**config.mk**
```make
export PLATFORM = sky130hd
export DESIGN_NAME = axi_w_router
export DESIGN_NICKNAME = d
export VERILOG_FILES = /design/src/rtl/axi_w_router.sv
export SDC_FILE = /design/constraint.sdc
export NUM_CORES = 1
export LEC_CHECK = 0
export ABC_CLOCK_PERIOD_IN_PS = 2300
export CORE_AREA = 2 2 141 143
export CTS_BUF_LIST = sky130_fd_sc_hd__clkbuf_16
export DETAILED_ROUTE_END_ITERATION = 8
export DIE_AREA = 0 0 143 145
export GPL_TIMING_DRIVEN = 0
export MAX_ROUTING_LAYER = met4
export PLACE_DENSITY = 0.63
export SLEW_MARGIN = 20
export SYNTH_ARGS = -nofsm -noshare
export SYNTH_HDL_FRONTEND = slang
export SYNTH_SLANG_ARGS = --single-unit
```
**constraint.sdc**
```tcl
create_clock -name clk -period 2.3 [get_ports clk]
set_input_delay 0.575 -clock clk [delete_from_list [all_inputs] [get_ports clk]]
set_output_delay 0.575 -clock clk [all_outputs]
set_load 0.1 [all_outputs]
```
**src/rtl/axi_w_router.sv**
```systemverilog
// ---------------------------------------------------------------------------
// axi_w_router
// Write-data channel router of the AXI interconnect. AXI4 W beats carry no ID,
// so every accepted AW handshake pushes a {master, slave} route into an
// in-order queue. The head route connects one master's W stream to one slave
// (or to a discard sink for decode errors) until the WLAST beat completes.
//
// Ports
//   clk, rstn               clock, asynchronous active-low reset
//   aw_push/aw_mst/aw_slv   accepted AW handshake and its decoded route
//   aw_full                 route queue full, AW must not handshake
//   w_busy                  route queue holds at least one route
//   W*_M0 / W*_M1           master-side W channels (WREADY is an output)
//   W*_S0 .. W*_S6          slave-side W channels (WREADY is an input)
// ---------------------------------------------------------------------------
module axi_w_router #(
    parameter int ROUTE_DEPTH = 2,
    parameter int DATA_W      = 32,
    parameter int STRB_W      = DATA_W / 8
) (
    input  logic              clk,
    input  logic              rstn,
    input  logic              aw_push,
    input  logic              aw_mst,
    input  logic [2:0]        aw_slv,
    output logic              aw_full,
    output logic              w_busy,
    input  logic [DATA_W-1:0] WDATA_M0,
    input  logic [STRB_W-1:0] WSTRB_M0,
    input  logic              WLAST_M0,
    input  logic              WVALID_M0,
    output logic              WREADY_M0,
    input  logic [DATA_W-1:0] WDATA_M1,
    input  logic [STRB_W-1:0] WSTRB_M1,
    input  logic              WLAST_M1,
    input  logic              WVALID_M1,
    output logic              WREADY_M1,
    output logic [DATA_W-1:0] WDATA_S0,
    output logic [STRB_W-1:0] WSTRB_S0,
    output logic              WLAST_S0,
    output logic              WVALID_S0,
    input  logic              WREADY_S0,
    output logic [DATA_W-1:0] WDATA_S1,
    output logic [STRB_W-1:0] WSTRB_S1,
    output logic              WLAST_S1,
    output logic              WVALID_S1,
    input  logic              WREADY_S1,
    output logic [DATA_W-1:0] WDATA_S2,
    output logic [STRB_W-1:0] WSTRB_S2,
    output logic              WLAST_S2,
    output logic              WVALID_S2,
    input  logic              WREADY_S2,
    output logic [DATA_W-1:0] WDATA_S3,
    output logic [STRB_W-1:0] WSTRB_S3,
    output logic              WLAST_S3,
    output logic              WVALID_S3,
    input  logic              WREADY_S3,
    output logic [DATA_W-1:0] WDATA_S4,
    output logic [STRB_W-1:0] WSTRB_S4,
    output logic              WLAST_S4,
    output logic              WVALID_S4,
    input  logic              WREADY_S4,
    output logic [DATA_W-1:0] WDATA_S5,
    output logic [STRB_W-1:0] WSTRB_S5,
    output logic              WLAST_S5,
    output logic              WVALID_S5,
    input  logic              WREADY_S5,
    output logic [DATA_W-1:0] WDATA_S6,
    output logic [STRB_W-1:0] WSTRB_S6,
    output logic              WLAST_S6,
    output logic              WVALID_S6,
    input  logic              WREADY_S6
);

    localparam int PTR_W = (ROUTE_DEPTH > 1) ? $clog2(ROUTE_DEPTH) : 1;
    localparam int CNT_W = $clog2(ROUTE_DEPTH) + 1;
    localparam logic [CNT_W-1:0] DEPTH_C    = CNT_W'(ROUTE_DEPTH);
    localparam logic [PTR_W-1:0] PTR_LAST_C = PTR_W'(ROUTE_DEPTH - 1);

    // Circular pointer advance; explicit wrap keeps ROUTE_DEPTH=1 correct.
    function automatic logic [PTR_W-1:0] ptr_inc(input logic [PTR_W-1:0] p);
        logic [PTR_W-1:0] n;
        if (p == PTR_LAST_C) begin
            n = {PTR_W{1'b0}};
        end else begin
            n = p + PTR_W'(1);
        end
        return n;
    endfunction

    logic [PTR_W-1:0]  wr_ptr_r;
    logic [PTR_W-1:0]  rd_ptr_r;
    logic [CNT_W-1:0]  cnt_r;
    logic [CNT_W-1:0]  cnt_nxt_s;
    logic              full_r;
    logic              busy_r;
    logic              mst_q_r [ROUTE_DEPTH];
    logic [2:0]        slv_q_r [ROUTE_DEPTH];

    logic              push_s;
    logic              pop_s;
    logic              head_mst_s;
    logic [2:0]        head_slv_s;
    logic              sel_valid_s;
    logic              sel_last_s;
    logic              sel_ready_s;
    logic [DATA_W-1:0] sel_data_s;
    logic [STRB_W-1:0] sel_strb_s;
    logic [6:0]        slv_ready_s;
    logic [6:0]        slv_valid_s;
    logic [1:0]        mst_ready_s;

    // A push while full is dropped; fullness is judged before any same-cycle pop.
    assign push_s = aw_push & ~full_r;
    assign pop_s  = busy_r & sel_valid_s & sel_ready_s & sel_last_s;

    assign aw_full = full_r;
    assign w_busy  = busy_r;

    assign slv_ready_s = {WREADY_S6, WREADY_S5, WREADY_S4, WREADY_S3,
                          WREADY_S2, WREADY_S1, WREADY_S0};

    // Next occupancy from the push/pop pair.
    always_comb begin
        cnt_nxt_s = cnt_r;
        case ({push_s, pop_s})
            2'b10:   cnt_nxt_s = cnt_r + CNT_W'(1);
            2'b01:   cnt_nxt_s = cnt_r - CNT_W'(1);
            default: cnt_nxt_s = cnt_r;
        endcase
    end

    // Queue pointers, occupancy and the registered full/busy flags.
    always_ff @(posedge clk or negedge rstn) begin
        if (!rstn) begin
            wr_ptr_r <= {PTR_W{1'b0}};
            rd_ptr_r <= {PTR_W{1'b0}};
            cnt_r    <= {CNT_W{1'b0}};
            full_r   <= 1'b0;
            busy_r   <= 1'b0;
        end else begin
            if (push_s) begin
                wr_ptr_r <= ptr_inc(wr_ptr_r);
            end
            if (pop_s) begin
                rd_ptr_r <= ptr_inc(rd_ptr_r);
            end
            cnt_r  <= cnt_nxt_s;
            full_r <= (cnt_nxt_s == DEPTH_C);
            busy_r <= (cnt_nxt_s != {CNT_W{1'b0}});
        end
    end

    // Route entry storage, written at the tail on an accepted push.
    always_ff @(posedge clk or negedge rstn) begin
        if (!rstn) begin
            for (int i = 0; i < ROUTE_DEPTH; i++) begin
                mst_q_r[i] <= 1'b0;
                slv_q_r[i] <= 3'd0;
            end
        end else if (push_s) begin
            mst_q_r[wr_ptr_r] <= aw_mst;
            slv_q_r[wr_ptr_r] <= aw_slv;
        end
    end

    // Head-route steering: data/strb/last broadcast from the head master,
    // only WVALID is qualified per slave; slave index 7 is a discard sink.
    always_comb begin
        head_mst_s  = mst_q_r[rd_ptr_r];
        head_slv_s  = slv_q_r[rd_ptr_r];
        sel_valid_s = 1'b0;
        sel_last_s  = 1'b0;
        sel_ready_s = 1'b0;
        sel_data_s  = {DATA_W{1'b0}};
        sel_strb_s  = {STRB_W{1'b0}};
        slv_valid_s = 7'b0;
        mst_ready_s = 2'b00;
        if (busy_r) begin
            if (head_mst_s) begin
                sel_valid_s = WVALID_M1;
                sel_last_s  = WLAST_M1;
                sel_data_s  = WDATA_M1;
                sel_strb_s  = WSTRB_M1;
            end else begin
                sel_valid_s = WVALID_M0;
                sel_last_s  = WLAST_M0;
                sel_data_s  = WDATA_M0;
                sel_strb_s  = WSTRB_M0;
            end
            if (head_slv_s == 3'd7) begin
                sel_ready_s = 1'b1;
            end else begin
                sel_ready_s             = slv_ready_s[head_slv_s];
                slv_valid_s[head_slv_s] = sel_valid_s;
            end
            if (head_mst_s) begin
                mst_ready_s[1] = sel_ready_s;
            end else begin
                mst_ready_s[0] = sel_ready_s;
            end
        end else begin
            sel_ready_s = 1'b0;
        end
    end

    assign WREADY_M0 = mst_ready_s[0];
    assign WREADY_M1 = mst_ready_s[1];

    assign WVALID_S0 = slv_valid_s[0];
    assign WVALID_S1 = slv_valid_s[1];
    assign WVALID_S2 = slv_valid_s[2];
    assign WVALID_S3 = slv_valid_s[3];
    assign WVALID_S4 = slv_valid_s[4];
    assign WVALID_S5 = slv_valid_s[5];
    assign WVALID_S6 = slv_valid_s[6];

    assign WDATA_S0 = sel_data_s;  assign WSTRB_S0 = sel_strb_s;  assign WLAST_S0 = sel_last_s;
    assign WDATA_S1 = sel_data_s;  assign WSTRB_S1 = sel_strb_s;  assign WLAST_S1 = sel_last_s;
    assign WDATA_S2 = sel_data_s;  assign WSTRB_S2 = sel_strb_s;  assign WLAST_S2 = sel_last_s;
    assign WDATA_S3 = sel_data_s;  assign WSTRB_S3 = sel_strb_s;  assign WLAST_S3 = sel_last_s;
    assign WDATA_S4 = sel_data_s;  assign WSTRB_S4 = sel_strb_s;  assign WLAST_S4 = sel_last_s;
    assign WDATA_S5 = sel_data_s;  assign WSTRB_S5 = sel_strb_s;  assign WLAST_S5 = sel_last_s;
    assign WDATA_S6 = sel_data_s;  assign WSTRB_S6 = sel_strb_s;  assign WLAST_S6 = sel_last_s;

endmodule

```
==> results.json, run 1 <==
{
  "status": "complete, but fails checks",
  "violations": "setup timing",
  "ff2ff_path_depth": 13,
  "vias": 3975,
  "drv_cap": 0,
  "ant_nets": 0,
  "syn_nets": 518,
  "endpoint_kind": "output pin",
  "post-route-min-period_ns": 2.67,
  "worstPathMaxFanout": 10,
  "mappedNetlistArea_um2": 3130,
  "port_buffers": 359,
  "cts_buffer_depth": 2,
  "drv_slew": 0,
  "yosysTopAreaCellShare_pct": 53.5,
  "drc": 0,
  "clkTransAtPathRegs_ns": 0.05,
  "slew_headroom_pct": 35.4,
  "yosys_warnings": 0,
  "tightest_slew_ns": 0.966,
  "synth_seq_cells": 14,
  "finalHoldViolCount": 0,
  "hold_slack_ns": 0.501,
  "cts_inserted_buffers": 3,
  "synth_flop_cell": "dfrtp_1",
  "routedWlPerCell_um": 15.4,
  "layout_commonest_cell": "buf_12",
  "yosys-top-cells-area": "buf_4, dfrtp_1, nand2_1, a21boi_0, a21boi_1",
  "wirelength_um": 16900,
  "n_antenna_cell": 0,
  "first_pass_iters": 4,
  "fmax_mhz": 375,
  "core-area_um2": 19200,
  "drive_gt1_share_pct": 73.5,
  "crit_type": "register to output pin",
  "grt_setup_unrepaired": "true",
  "dieArea_um2": 20700,
  "finalSetupViolCount": 273,
  "start_util_pct": 16.3,
  "syn-mean-instance-area_um2": 7.33,
  "cts.sinks": 14,
  "via_per_inst": 3.62,
  "tritoncts": "yes",
  "grt_pass1_vias": 3875,
  "hold-path-cell-count": 1,
  "io_pins": 360,
  "worst_setup_path_start_kind": "register",
  "layout.nets": 926,
  "cts_root_buf": "clkbuf_16",
  "overflow": 0,
  "synthCells": 427,
  "async_flop_share_pct": 100,
  "area_growth_syn_to_layout_pct": 250,
  "cts_max_level": 1,
  "drt_iter0_drc": 68,
  "grt_pass1_wl_um": 23300,
  "final_cell_mix": "buf_12, buf_4, buf_8",
  "grt_use_total_pct": 14.6,
  "ys_seq_area_share_pct": 11.2,
  "detailedPlacementHpwl_um": 12600,
  "antenna_found_initial": 0,
  "place.gp.congestion": 0.741,
  "layout_setup_ws_ns": -0.367,
  "period_share_pct": 116,
  "rows": 51,
  "finalNonFillerCells": 1099,
  "worstPathArrival_ns": 2.09,
  "die_h_um": 145,
  "yosys.area.top_type": "buf_4",
  "synth.distinct_cells": 28,
  "grt_max_degree": 15,
  "clk_latency_ns": 0.25,
  "min_path_type": "register to register",
  "synth_edf_count": 0,
  "fp.dieW_um": 143,
  "critPathRequiredTime_ns": 1.73,
  "skew_ns": 0.00601,
  "place_inst": 1051,
  "fillers": 1517
}
-- cell usage after synthesis (2+ instances only) --
cell type,count
a21boi_0,26
buf_4,223
xnor2_1,5
buf_6,2
clkbuf_1,4
nand2_1,80
a21boi_1,12
nand3b_1,3
nand2b_1,3
o21ai_0,2
inv_1,4
nor2_1,13
dfrtp_1,14
buf_2,7
mux2i_1,6
mux2_2,8
nand3_1,3
a21oi_1,2
-- worst max-delay path, stage by stage, from the launching register on --
cell,delay [ns]
dfrtp_1,0.33
buf_6,0.13
mux2i_4,0.27
buf_8,0.18
buf_8,0.15
nand2_1,0.09
a21boi_4,0.32
buf_4,0.36
-- final cells by class --
class | count | area (µm²) | area share, %
Buffer | 236 | 3040 | 27.8
Clock buffer | 3 | 75.1 | 0.685
Clock inverter | 1 | 3.75 | 0.0343
Inverter | 4 | 15.0 | 0.137
Multi-Input combinational cell | 173 | 1480 | 13.5
Sequential cell | 14 | 354 | 3.23
Tap cell | 265 | 332 | 3.03
Timing Repair Buffer | 403 | 5650 | 51.6
-- sequential cells by signal, summed over array words and instances (netlist names) --
register,count
rd_ptr_r,1
mst_q_r,2
wr_ptr_r,1
w_busy,1
cnt_r,2
aw_full,1
slv_q_r,6
-- what timing repair did --
action                      CTS  global route
setup buffers                28            16
gates resized for setup    1899           285
hold buffers                  0             0
setup endpoints to repair   273           274
pin swaps                    28            15
gates cloned                  0             0
-- path summary, 6_finish.rpt --
path / slack (ns) / start / end
min in group asynchronous: 0.72 / rstn / aw_full
worst min-delay path: 0.50 / wr_ptr_r / wr_ptr_r
worst max register to register: -0.19 / rd_ptr_r / w_busy
max in group asynchronous: 1.10 / rstn / w_busy
worst max-delay path: -0.37 / rd_ptr_r / WSTRB_S0[0]
worst min register to register: 0.50 / wr_ptr_r / wr_ptr_r
-- per-stage QoR --
| step | util [%] | cell area (µm²) | setup slack (ns) | setup TNS (ns) |
|---|---|---|---|---|
| 2_1_floorplan | - | 4810 | -0.627 | -109.33 |
| 3_3_place_gp | 45.5 | 8740 | -1.35 | -308.72 |
| 3_5_place_dp | 45.5 | 8740 | -1.37 | -312.18 |
| 4_1_cts | 50.8 | 9750 | -0.457 | -96.99 |
| 5_1_grt | 57.0 | 11000 | -0.468 | -102.47 |
| 6_report | 57.0 | 11000 | -0.367 | -70.11 |
-- per-layer routing --
layer	wire, µm	global-route usage, %	vias up
met5	0	-	-
met4	119	1.73	0
met3	957	1.68	11
met2	9800	27.9	169
met1	6020	16.6	1852
li1	-	-	1943
-- cells by family (layout without fill, tap and decap cells) --
kind of cell    count (synthesis)  after routing  synth area share, %
buf+inv                       240            647                 56.3
compound gates                 48             48                 11.8
simple gates                  104            104                 13.4
fa+ha+maj                       1              1                0.400
mux                            15             15                 5.52
flops                          14             14                 11.2
xor+xnor                        5              5                 1.40
Power of run 1 is left out: the tool's default activity adds up to more than one toggle a clock period on the data nets, which glitch-free logic cannot reach.
==> run 2, diff against run 1 <==
Settings changed: SLEW_MARGIN 20 to 40.
==> results.json, run 2 (synthesis gave the netlist of run 1 again) <==
{
  "finalSetupViolCount": 271,
  "detailedPlacementHpwl_um": 12400,
  "first_pass_iters": 4,
  "drive_gt1_share_pct": 73.9,
  "cts_max_level": 1,
  "overflow": 0,
  "busiest_layer": "met2",
  "port_buffers": 359,
  "worstPathMaxFanout": 10,
  "start_util_pct": 16.3,
  "wirelength_um": 17500,
  "dieArea_um2": 20700,
  "grt_setup_unrepaired": "true",
  "layout.area.seq_um2": 354,
  "use_met2_pct": 29.3,
  "via_per_inst": 3.63,
  "tightest_slew_ns": 0.646,
  "grt_pass1_vias": 3982,
  "grt_use_met3_pct": 1.52,
  "post-route-min-period_ns": 2.73,
  "place_inst": 1051,
  "io_pins": 360,
  "reg_top3": "slv_q_r (6), cnt_r (2), mst_q_r (2)",
  "rows": 51,
  "final_cell_mix": "buf_12, buf_4, clkdlybuf4s50_1",
  "drv_cap": 0,
  "clk_latency_ns": 0.25,
  "drc": 0,
  "critPathRequiredTime_ns": 1.73,
  "max_stage_delay_ns": 0.33,
  "hold_slack_ns": 0.500,
  "cp_common_cell": "buf_12",
  "endpoint_kind": "output pin",
  "ant_nets": 0,
  "cp_top_family": "buffers and inverters",
  "drv_slew": 0,
  "grt_max_degree": 15,
  "finalHoldViolCount": 0,
  "violations": "setup timing",
  "hold-path-cell-count": 1,
  "worst_setup_path_start_kind": "register",
  "cts_root_buf": "clkbuf_16",
  "status": "complete, but fails checks",
  "final.setup.tns_ns": -78.97,
  "grt_pass1_wl_um": 23100,
  "ff2ff_path_depth": 13,
  "r2r_start": "rd_ptr_r",
  "largest_reg_flops": 6,
  "crit_type": "register to output pin",
  "cp-startpoint": "rd_ptr_r",
  "fin_util_pct": 56.2,
  "cpMaxStageDelayCell": "dfrtp_1",
  "vias": 3988,
  "layout.nets": 925,
  "grtUsageMet1_pct": 15.3,
  "antenna_found_initial": 0,
  "skew_ns": 0.00503,
  "area_growth_syn_to_layout_pct": 245,
  "fp.dieW_um": 143,
  "period_share_pct": 119,
  "worstPathArrival_ns": 2.15,
  "regMostFlops": "slv_q_r",
  "reg2reg_to": "w_busy",
  "cts_inserted_buffers": 3,
  "crit_chain": "buf_6 > mux2i_4 > buf_8 > buf_6 > nand2_1 > a21boi_4 > buf_12 > buf_12 > buf_12",
  "drt_iter0_drc": 71,
  "fmax_mhz": 367,
  "min_path_type": "register to register",
  "clkTransAtPathRegs_ns": 0.05,
  "place.gp.congestion": 0.741,
  "hold_start": "wr_ptr_r",
  "fillers": 1529,
  "routedWlPerCell_um": 15.9,
  "core-area_um2": 19200,
  "min_delay_worst_endpoint": "wr_ptr_r",
  "grt_use_total_pct": 14.6,
  "layout_setup_ws_ns": -0.428,
  "cts.sinks": 14,
  "finalNonFillerCells": 1098,
  "rrSetupSlack_ns": -0.18,
  "cts_buffer_depth": 2,
  "multi_input_area_um2": 1510,
  "crit_buf_inv": 6,
  "n_antenna_cell": 0,
  "slew_headroom_pct": 56.8,
  "die_h_um": 145,
  "tritoncts": "yes",
  "layout_commonest_cell": "buf_12"
}
[run 2: changes by cell type in the layout (fill, tap and decap cells not counted), sizes merged]
cell,previous run,this run
buf,544,545
clkdlybuf4s50,91,89
[run 2: worst max-delay path by stage]
stage / end / cells past startpoint
detailed placement: WDATA_S2[27] / 8
floorplan: WVALID_S1 / 6
global route: WDATA_S5[4] / 9
CTS: WDATA_S5[14] / 8
global placement: WDATA_S3[19] / 8
finish: WDATA_S1[4] / 9
[run 2: area by class of cell]
cell class              count  share of cell area [%]
repair buffers            402                    50.8
plain buffers             236                    28.0
multi-input cells         173                    14.0
flip-flops and latches     14                    3.28
well taps                 265                    3.07
clock buffers               3                   0.696
inverters                   4                   0.139
clock inverters             1                  0.0348
[run 2: metal layers]
layer,part of all wire [%],vias up
met5,0,-
met2,59,170
met4,0.98,0
li1,-,1944
met3,5.0,14
met1,35,1860
[run 2: through the flow]
stage	instance area, µm²	worst slack [ns]
after global routing	10800	-0.527
final	10800	-0.428
after floorplan	4810	-0.627
after global placement	8740	-1.35
after CTS	9640	-0.444
after detailed placement	7390	-0.656
[run 2: worst reg2reg max path: stages, from the launching register on]
cell	delay, ns
dfrtp_1	0.33
buf_6	0.15
buf_4	0.14
mux2i_4	0.24
mux2i_2	0.29
a211oi_4	0.10
buf_4	0.15
o211ai_2	0.17
inv_1	0.07
ha_1	0.19
xnor2_1	0.14
nor2_1	0.07
xnor2_1	0.25
nand2b_1	0.08
[run 2: what timing repair did]
item | 4_1_cts | 5_1_grt
gates resized for setup | 501 | 280
setup endpoints to repair | 271 | 272
hold buffers | 0 | 0
setup buffers | 32 | 11
pin swaps | 21 | 13
Power of run 2 is left out for the same reason.
==> run 3, diff against run 2 <==
Settings changed: ABC_CLOCK_PERIOD_IN_PS 2300 to 2950, CAP_MARGIN from default to 20, PLACE_DENSITY 0.63 to 0.61.
Clock period 2.3 ns to 2.95 ns, I/O delays scaled along.
==> results.json, run 3 (synthesis gave the netlist of run 1 again) <==
{
  "min_path_type": "register to register",
  "cts_root_buf": "clkbuf_16",
  "antenna_found_initial": 0,
  "tightest_slew_ns": 0.645,
  "grt_max_degree": 15,
  "dieArea_um2": 20700,
  "skew_ns": 0.00465,
  "hold-path-cell-count": 1,
  "period_share_pct": 97.2,
  "r2r_start": "rd_ptr_r",
  "cts.sinks": 14,
  "worst_setup_path_start_kind": "input pin",
  "finalHoldViolCount": 0,
  "fp.dieW_um": 143,
  "place_inst": 1051,
  "routedWlPerCell_um": 14.0,
  "cts_max_level": 1,
  "endpoint_kind": "output pin",
  "layout.nets": 912,
  "start_util_pct": 16.3,
  "clk_latency_ns": 0.25,
  "cp-startpoint": "WLAST_M1",
  "clkTransAtPathRegs_ns": 0.05,
  "regMostFlops": "slv_q_r",
  "io_pins": 360,
  "crit_type": "input pin to output pin",
  "post-route-min-period_ns": 2.87,
  "fin_util_pct": 46.3,
  "detailedPlacementHpwl_um": 12000,
  "pre_cts_ws_ns": -0.205,
  "vias": 3834,
  "overflow": 0,
  "place.gp.congestion": 0.743,
  "critPathRequiredTime_ns": 2.21,
  "worstPathArrival_ns": 2.13,
  "drive_gt1_share_pct": 72.4,
  "layout_setup_ws_ns": 0.0837,
  "hold_start": "wr_ptr_r",
  "worstPathMaxFanout": 7,
  "drt_iter0_drc": 43,
  "largest_reg_flops": 6,
  "finalNonFillerCells": 1085,
  "area_growth_syn_to_layout_pct": 184,
  "final.setup.tns_ns": 0,
  "fillers": 1797,
  "port_buffers": 359,
  "holdBufCountCts": 0,
  "core-area_um2": 19200,
  "drv_cap": 0,
  "status": "complete, no violations",
  "finalSetupViolCount": 0,
  "drc": 0,
  "cts_inserted_buffers": 3,
  "ant_nets": 0,
  "n_antenna_cell": 0,
  "ff2ff_path_depth": 13,
  "cts_buffer_depth": 2,
  "first_pass_iters": 4,
  "die_h_um": 145,
  "reg_top3": "slv_q_r (6), cnt_r (2), mst_q_r (2)",
  "fmax_mhz": 349,
  "rows": 51,
  "layout_commonest_cell": "buf_4",
  "wirelength_um": 15200,
  "grt_pass1_wl_um": 21400,
  "drv_slew": 0,
  "grt_use_total_pct": 13.4,
  "grt_pass1_vias": 3695,
  "final_cell_mix": "buf_4, buf_6, clkdlybuf4s50_1",
  "slew_headroom_pct": 56.9,
  "tritoncts": "yes",
  "via_per_inst": 3.53
}
## run 3: path summary, 6_finish.rpt
kind | to | slack, ns
max reg2reg | w_busy | 0.48
max in group asynchronous | w_busy | 1.58
min reg2reg | wr_ptr_r | 0.50
min | wr_ptr_r | 0.50
min in group asynchronous | mst_q_r[1] | 0.89
max | WLAST_S1 | 0.08
## run 3: critical path: stages
cell,delay (ns)
clkdlybuf4s50_1,0.49
nand2_1,0.09
a21boi_4,0.25
buf_4,0.14
buf_2,0.41
## run 3: through the flow
| stage | area (µm²) | hold slack [ns] |
|---|---|---|
| after floorplan | 4560 | 0.442 |
| after global placement | 8480 | 0.490 |
| final | 8890 | 0.504 |
| after CTS | 8580 | 0.505 |
| after global routing | 8890 | 0.537 |
| after detailed placement | 7130 | 0.494 |
## run 3: layer usage
layer,wire length (µm),vias up,global-route usage [%]
met4,38,0,0.891
met2,8570,157,26.9
met1,5640,1758,14.4
met5,0,-,-
li1,-,1914,-
met3,940,5,1.49
## run 3: layout make-up
| class | count | area (µm²) | area share (%) |
|---|---|---|---|
| Clock inverter | 1 | 3.75 | 0.0422 |
| Timing Repair Buffer | 389 | 3860 | 43.5 |
| Inverter | 4 | 15.0 | 0.169 |
| Buffer | 236 | 2780 | 31.3 |
| Multi-Input combinational cell | 173 | 1460 | 16.5 |
| Tap cell | 265 | 332 | 3.73 |
| Sequential cell | 14 | 354 | 3.98 |
| Clock buffer | 3 | 75.1 | 0.845 |
## run 3: timing repair
item,CTS,global route
hold endpoints to repair,0,0
endpoints found under the setup margin,241,214
cloned,0,1
pin swaps,18,6
setup buffers,24,5
gates resized for setup,336,63
Power of run 3 is left out for the same reason.
